File: src/rtl/mem_arb_pkg.sv
// Shared widths, arbitration state and read-tag type for mem_arbiter.
// Lock support in the top is enabled with MEM_ARB_LOCK_EN.
package mem_arb_pkg;

    localparam int unsigned ADDR_W = 16;
    localparam int unsigned DATA_W = 32;

    typedef enum logic [1:0] {
        FREE  = 2'd0,
        LOCK0 = 2'd1,
        LOCK1 = 2'd2
    } arb_state_e;

    typedef struct packed {
        logic valid;
        logic owner;
    } rd_tag_t;

    // Round-robin choice between the two requesters: 1 means requester 1 wins.
    function automatic logic rr_pick1(logic req0, logic req1, logic rr);
        return req1 && (!req0 || rr);
    endfunction

endpackage

File: src/rtl/mem_arb_if.sv
// Requester and memory-side signals of mem_arbiter, grouped with the arbiter as slave.
interface mem_arb_if;
    import mem_arb_pkg::*;

    logic              req0, req1;
    logic              wren0, wren1;
    logic [ADDR_W-1:0] address0, address1;
    logic [DATA_W-1:0] data0, data1;
    logic              lock0, lock1;
    logic              gnt0, gnt1;
    logic              rvalid0, rvalid1;
    logic [DATA_W-1:0] rdata;
    logic [ADDR_W-1:0] mem_address;
    logic [DATA_W-1:0] mem_data;
    logic              mem_wren;
    logic [DATA_W-1:0] mem_q;

    modport slave (
        input  req0, req1, wren0, wren1, address0, address1, data0, data1, lock0, lock1, mem_q,
        output gnt0, gnt1, rvalid0, rvalid1, rdata, mem_address, mem_data, mem_wren
    );

    modport master (
        output req0, req1, wren0, wren1, address0, address1, data0, data1, lock0, lock1, mem_q,
        input  gnt0, gnt1, rvalid0, rvalid1, rdata, mem_address, mem_data, mem_wren
    );

endinterface

File: src/rtl/rd_tag_pipe.sv
// RD_LATENCY-deep shift register carrying {valid, owner} for each granted read.
module rd_tag_pipe
    import mem_arb_pkg::*;
#(
    parameter int unsigned RD_LATENCY = 1
) (
    input  logic    clock,
    input  logic    reset,
    input  rd_tag_t tag_in,
    output rd_tag_t tag_out
);

    rd_tag_t stage_q [RD_LATENCY];

    always_ff @(posedge clock or posedge reset) begin
        if (reset) begin
            for (int i = 0; i < int'(RD_LATENCY); i++) begin
                stage_q[i] <= '0;
            end
        end else begin
            stage_q[0] <= tag_in;
            for (int i = 1; i < int'(RD_LATENCY); i++) begin
                stage_q[i] <= stage_q[i-1];
            end
        end
    end

    assign tag_out = stage_q[RD_LATENCY-1];

endmodule

File: src/rtl/mem_arbiter.sv
// Two-requester single-port memory arbiter with round-robin and optional burst lock.
// Define MEM_ARB_LOCK_EN to honour lock0/lock1; otherwise arbitration is pure round-robin.
module mem_arbiter
    import mem_arb_pkg::*;
#(
    parameter int unsigned RD_LATENCY = 1,
    parameter int unsigned MAX_LOCK   = 16
) (
    input logic      clock,
    input logic      reset,
    mem_arb_if.slave bus
);

    arb_state_e state_q, state_d;
    logic       rr_q, rr_d;
    logic       grant0, grant1;
    logic       free_any, free_win1;
    rd_tag_t    tag_in, tag_out;

`ifdef MEM_ARB_LOCK_EN
    localparam logic [7:0] MaxCnt = 8'(MAX_LOCK);
    logic [7:0] lock_cnt_q, lock_cnt_d;
`else
    logic unused_lock;
    assign unused_lock = bus.lock0 ^ bus.lock1;
`endif

    assign free_any  = bus.req0 || bus.req1;
    assign free_win1 = rr_pick1(bus.req0, bus.req1, rr_q);

    always_comb begin
        grant0  = 1'b0;
        grant1  = 1'b0;
        rr_d    = rr_q;
        state_d = state_q;
`ifdef MEM_ARB_LOCK_EN
        lock_cnt_d = lock_cnt_q;
`endif
        if (!reset) begin
`ifdef MEM_ARB_LOCK_EN
            if (state_q == LOCK0 && bus.req0) begin
                grant0     = 1'b1;
                lock_cnt_d = lock_cnt_q + 8'd1;
                if (lock_cnt_d == MaxCnt) begin
                    state_d = FREE;
                    rr_d    = 1'b1;
                end else if (!bus.lock0) begin
                    state_d = FREE;
                end
            end else if (state_q == LOCK1 && bus.req1) begin
                grant1     = 1'b1;
                lock_cnt_d = lock_cnt_q + 8'd1;
                if (lock_cnt_d == MaxCnt) begin
                    state_d = FREE;
                    rr_d    = 1'b0;
                end else if (!bus.lock1) begin
                    state_d = FREE;
                end
            end else begin
                // Owner dropped its request (or no lock held): arbitrate as FREE this cycle.
                state_d = FREE;
                if (free_any) begin
                    grant0 = !free_win1;
                    grant1 = free_win1;
                    if (bus.req0 && bus.req1) rr_d = !free_win1;
                    if (grant0 && bus.lock0) begin
                        state_d    = LOCK0;
                        lock_cnt_d = 8'd1;
                    end else if (grant1 && bus.lock1) begin
                        state_d    = LOCK1;
                        lock_cnt_d = 8'd1;
                    end
                end
            end
`else
            if (free_any) begin
                grant0 = !free_win1;
                grant1 = free_win1;
                if (bus.req0 && bus.req1) rr_d = !free_win1;
            end
`endif
        end
    end

    always_ff @(posedge clock or posedge reset) begin
        if (reset) begin
            state_q <= FREE;
            rr_q    <= 1'b0;
        end else begin
            state_q <= state_d;
            rr_q    <= rr_d;
        end
    end

`ifdef MEM_ARB_LOCK_EN
    always_ff @(posedge clock or posedge reset) begin
        if (reset) lock_cnt_q <= 8'd0;
        else       lock_cnt_q <= lock_cnt_d;
    end
`endif

    always_comb begin
        bus.gnt0        = grant0;
        bus.gnt1        = grant1;
        bus.mem_wren    = 1'b0;
        bus.mem_address = '0;
        bus.mem_data    = '0;
        if (grant0) begin
            bus.mem_wren    = bus.wren0;
            bus.mem_address = bus.address0;
            bus.mem_data    = bus.data0;
        end else if (grant1) begin
            bus.mem_wren    = bus.wren1;
            bus.mem_address = bus.address1;
            bus.mem_data    = bus.data1;
        end
    end

    assign tag_in.valid = (grant0 && !bus.wren0) || (grant1 && !bus.wren1);
    assign tag_in.owner = grant1;

    rd_tag_pipe #(
        .RD_LATENCY(RD_LATENCY)
    ) u_rd_tag_pipe (
        .clock  (clock),
        .reset  (reset),
        .tag_in (tag_in),
        .tag_out(tag_out)
    );

    assign bus.rvalid0 = tag_out.valid && !tag_out.owner;
    assign bus.rvalid1 = tag_out.valid && tag_out.owner;
    assign bus.rdata   = tag_out.valid ? bus.mem_q : '0;

endmodule

File: src/flat_wrapper.sv
// flat-port wrapper written by rule: the top's interface ports become plain ports
module mem_arbiter_flat import mem_arb_pkg::*;
#(
    parameter int unsigned RD_LATENCY = 1,
    parameter int unsigned MAX_LOCK   = 16
)
  (clock, reset, bus_req0, bus_req1, bus_wren0, bus_wren1, bus_address0, bus_address1, bus_data0, bus_data1, bus_lock0, bus_lock1, bus_mem_q, bus_gnt0, bus_gnt1, bus_rvalid0, bus_rvalid1, bus_rdata, bus_mem_address, bus_mem_data, bus_mem_wren);
  mem_arb_if bus_i ();
  input logic clock;
  input logic reset;
  input wire logic [$bits(bus_i.req0)-1:0] bus_req0;
  input wire logic [$bits(bus_i.req1)-1:0] bus_req1;
  input wire logic [$bits(bus_i.wren0)-1:0] bus_wren0;
  input wire logic [$bits(bus_i.wren1)-1:0] bus_wren1;
  input wire logic [$bits(bus_i.address0)-1:0] bus_address0;
  input wire logic [$bits(bus_i.address1)-1:0] bus_address1;
  input wire logic [$bits(bus_i.data0)-1:0] bus_data0;
  input wire logic [$bits(bus_i.data1)-1:0] bus_data1;
  input wire logic [$bits(bus_i.lock0)-1:0] bus_lock0;
  input wire logic [$bits(bus_i.lock1)-1:0] bus_lock1;
  input wire logic [$bits(bus_i.mem_q)-1:0] bus_mem_q;
  output wire logic [$bits(bus_i.gnt0)-1:0] bus_gnt0;
  output wire logic [$bits(bus_i.gnt1)-1:0] bus_gnt1;
  output wire logic [$bits(bus_i.rvalid0)-1:0] bus_rvalid0;
  output wire logic [$bits(bus_i.rvalid1)-1:0] bus_rvalid1;
  output wire logic [$bits(bus_i.rdata)-1:0] bus_rdata;
  output wire logic [$bits(bus_i.mem_address)-1:0] bus_mem_address;
  output wire logic [$bits(bus_i.mem_data)-1:0] bus_mem_data;
  output wire logic [$bits(bus_i.mem_wren)-1:0] bus_mem_wren;
  assign bus_i.req0 = bus_req0;
  assign bus_i.req1 = bus_req1;
  assign bus_i.wren0 = bus_wren0;
  assign bus_i.wren1 = bus_wren1;
  assign bus_i.address0 = bus_address0;
  assign bus_i.address1 = bus_address1;
  assign bus_i.data0 = bus_data0;
  assign bus_i.data1 = bus_data1;
  assign bus_i.lock0 = bus_lock0;
  assign bus_i.lock1 = bus_lock1;
  assign bus_i.mem_q = bus_mem_q;
  assign bus_gnt0 = bus_i.gnt0;
  assign bus_gnt1 = bus_i.gnt1;
  assign bus_rvalid0 = bus_i.rvalid0;
  assign bus_rvalid1 = bus_i.rvalid1;
  assign bus_rdata = bus_i.rdata;
  assign bus_mem_address = bus_i.mem_address;
  assign bus_mem_data = bus_i.mem_data;
  assign bus_mem_wren = bus_i.mem_wren;
  mem_arbiter #(.RD_LATENCY(RD_LATENCY), .MAX_LOCK(MAX_LOCK)) u_core (.clock(clock), .reset(reset), .bus(bus_i));
endmodule
File: config.mk
export PLATFORM = sky130hd
export DESIGN_NAME = mem_arbiter_flat
export DESIGN_NICKNAME = d
export VERILOG_FILES = /design/src/rtl/mem_arb_pkg.sv /design/src/rtl/mem_arb_if.sv /design/src/rtl/rd_tag_pipe.sv /design/src/rtl/mem_arbiter.sv /design/src/flat_wrapper.sv
export SDC_FILE = /design/constraint.sdc
export NUM_CORES = 1
export LEC_CHECK = 0
export ABC_CLOCK_PERIOD_IN_PS = 2700
export BUFFER_PORTS_ARGS = -buffer_cell sky130_fd_sc_hd__buf_2
export CORE_AREA = 2 2 85 87
export CTS_BUF_LIST = sky130_fd_sc_hd__clkbuf_2
export CTS_CLUSTER_DIAMETER = 60
export CTS_CLUSTER_SIZE = 16
export DETAILED_ROUTE_END_ITERATION = 10
export DIE_AREA = 0 0 87 89
export HOLD_SLACK_MARGIN = 0.12
export PLACE_DENSITY = 0.69
export SETUP_SLACK_MARGIN = 0.1
export SLEW_MARGIN = 25
export SYNTH_ARGS = -nofsm -noshare
export SYNTH_HDL_FRONTEND = slang
export SYNTH_HIERARCHICAL = 1
export SYNTH_SLANG_ARGS = --single-unit
export TNS_END_PERCENT = 100
File: constraint.sdc
create_clock -name clock -period 2.7 [get_ports clock]
set_clock_uncertainty 0.05 [all_clocks]
set_input_delay 0.405 -clock clock [delete_from_list [all_inputs] [get_ports clock]]
set_output_delay 0.405 -clock clock [all_outputs]
set_load 0.01 [all_outputs]
==> key figures <==
Floorplanning
  • Die height: around 89 um
  • Initial Util: 29.4%
  • Die ar.: 0.00774 mm2
  • Overall die width: 87 um
  • IO Count: roughly 220
  • Core Area: 0.00672 mm2
  • Row Count: 30

Timing
  • Final setup margin: 0.465 ns
  • Pin slew with the least headroom to its limit: approximately 0.8 ns
  • Setup TNS: 0 ns
  • Final worst path period share: between 80% and 90%
  • Max_slew headroom: 45.8%
  • Maximum clock rate: approximately 0.45 GHz
  • Final Slew Violations: 0
  • RSZ-0062 raised after global routing: false
  • Final min period: 2.23 ns
  • # setup viols final: 0
  • Endpoints failing hold: 0

Routing
  • Routed WL: roughly 6400 um
  • Via count: roughly 2300
  • Vias/cell: 4.64
  • Post-DRT Antenna Nets: 0
  • # DRC: 0
  • Iter 0 DRT Violations: 66
  • Average wire per cell in the routed design: approximately 13 um
  • DR pass1 iterations: 4

Cells and area
  • # diodes: 0
  • Syn-to-layout area delta: 53.8%
  • Number of fillers in the final layout: around 680
  • Area occupied by multi-input gates: 0.00169 mm2
  • Register area: 75.1 um2
  • Fin cells: about 500
  • Nets: approximately 560
  • Final Cell Area: 0.00304 mm2
  • Share of cells above drive strength 1: 65.9%

Global route
  • GR Util met3: 1.39%
  • First-pass GRT wire length: 9050 um
  • Initial antenna violation count: 0
  • Total track usage: 14.1%
  • Pin count of the biggest net entering global routing: ~110
  • Most crowded layer after global routing: met2
  • Vias in the first global route: 2076
  • Global-route met2 utilization: 28.4%
  • Grt ovf: 0
  • Grt met1 use: 15.2%

Logic synthesis
  • Synth cell types: 19
  • Yosys top cell area share: 40.4%
  • Yosys top cell by area: o32ai_2
  • Register area share after synthesis: 3.80%
  • Main area contributors after synthesis: o32ai_2, nand2b_1, and2_1, buf_6, dfrtp_1
  • Cell Area, Synth: ~0.002 mm2
  • FF+latch count, synth: 3
  • Mean Syn Cell Area: 8.69 um2
  • Synth Warn #: 6
  • Gate Count Post-Synth: 227
  • Post-synthesis net count: 363

Clock tree
  • CTS Root Buffer Type: clkbuf_2
  • H-tree levels: 1
  • Latest clock arrival within the worst-skew pair: 0.20 ns
  • Setup bufs post-CTS: 0
  • Post-CTS Resized: 0
  • CTS Buf Count: 3
  • CTS Hold Buffers Added: 0
  • Clock Sinks: 3
  • Deepest clock path buffer count: 2
  • Clock-pin slew on the worst setup and hold paths: 0.04 ns
  • CTS tree: built

Flow run
  • Max Cap Viol: 0

Critical path
  • Worst Path Required: 2.25 ns
  • Setup CP Type: register to output port
  • Crit-path slowest cell: buf_4
  • CP max stage delay: slightly above 0.6 ns
  • CP Data Arrival Time: ~1.8 ns
  • Worst-path fanout max: 51
  • R2R depth: 3
  • Reg2reg end: u_core/u_rd_tag_pipe/tag_out[1]$_DFF_PP0_
  • Reg2reg start: u_core/rr_q$_DFFE_PP0P_
  • Flop2flop setup slack: ~1.1 ns
  • Worst setup EP type: output port
  • Worst setup SP type: register
  • Crit-path cells: nor2b_4, buf_4, o32ai_2, buf_2

Place
  • HPWL Detailed: 5000 um
  • Pre-CTS setup slack: 0.444 ns
  • Inst Count DP: 498
  • Routability Congestion: 0.748
  • IO Port Bufs: approximately 220
  • Placed Area: 0.00301 mm2

Pwr
  • Static leakage: 0.00155 uW
  • Worst-case vdd ir drop: 0.000159 V
  • Total chip power: 872 uW
  • Cell area power density: 287 mW/mm2

Status
  • Outcome: completed

Hold path
  • Worst Hold Class: input pin to async pin
[sequential cells by signal (all words and copies together) (netlist names)]
name and flops:
u_core/u_rd_tag_pipe/tag_out 2, u_core/rr_q 1
[layout by cell type, fill, tap and decap left out, drive strengths merged]
| cell type | n |
|---|---|
| a21bo | 1 |
| nor2 | 1 |
| and2 | 33 |
| or2 | 2 |
| nand3b | 1 |
| o32ai | 50 |
| inv | 3 |
| nor2b | 2 |
| nor3 | 1 |
| dfrtp | 3 |
| clkbuf | 4 |
| nand2b | 98 |
| xnor2 | 1 |
| buf | 222 |
[per-layer routing]
metal / part of all wire (%) / vias to the layer above / wire, um
met5: 0 / - / 0
met4: 1.1 / 0 / 70
met3: 7.9 / 6 / 503
met2: 54 / 125 / 3410
met1: 37 / 1007 / 2360
li1: - / 1192 / -
[per-stage QoR]
step | hold WS (ns) | util [%]
3_5_place_dp | 0.503 | 44.8
4_1_cts | 0.437 | 45.1
2_1_floorplan | 0.0962 | -
6_report | 0.282 | 45.2
5_1_grt | 0.307 | 45.2
3_3_place_gp | 0.496 | 44.8
[how the worst max path moves through the flow]
stage               slack, ns  cells after the start            endpoint                    start
detailed placement       0.44                      4    bus_mem_data[12]                    reset
CTS                      0.44                      4            bus_gnt1  u_core/rr_q$_DFFE_PP0P_
global route             0.36                      4            bus_gnt1  u_core/rr_q$_DFFE_PP0P_
global placement         0.52                      4    bus_mem_data[12]                    reset
finish                   0.47                      4  bus_mem_address[9]  u_core/rr_q$_DFFE_PP0P_
floorplan                1.15                      4  bus_mem_address[0]                 bus_req0
[synthesized netlist by cell type (all sizes together)]
master	n
nand2b	98
dfrtp	3
or2	2
nor2	1
and2	33
a21bo	1
clkbuf	10
nor2b	2
nor3	1
buf	21
xnor2	1
nand3b	1
inv	3
o32ai	50
[area by class of cell]
class,count,share of cell area (%)
Multi-Input combinational cell,190,55.8
Timing Repair Buffer,222,37.4
Tap cell,80,3.30
Sequential cell,3,2.47
Clock buffer,4,0.660
Inverter,3,0.371
[cells by family after synthesis]
logic type                Yosys count  synth area share [%]
AOI/OAI and AO/OA                  51                  41.3
buffers and inverters              34                  10.8
xor gates and xnor gates            1                 0.444
and+or+nand+nor                   138                  43.6
DFF                                 3                  3.80
[power by group]
part,leakage (uW),total [uW],switching [uW],internal (uW)
Combinational,0.00149,730,398,332
Sequential,0.0000381,79.2,23.1,56.1
Clock,0.0000166,63.0,23.9,39.1
[worst max-delay path, delay by kind of cell (launching register included)]
family,cells,cell delay [ns]
buffers and inverters,2,0.79
DFF,1,0.43
AOI/OAI and AO/OA,1,0.18
and+or+nand+nor,1,0.12
Note: power is estimated with default switching activity, not from simulation.
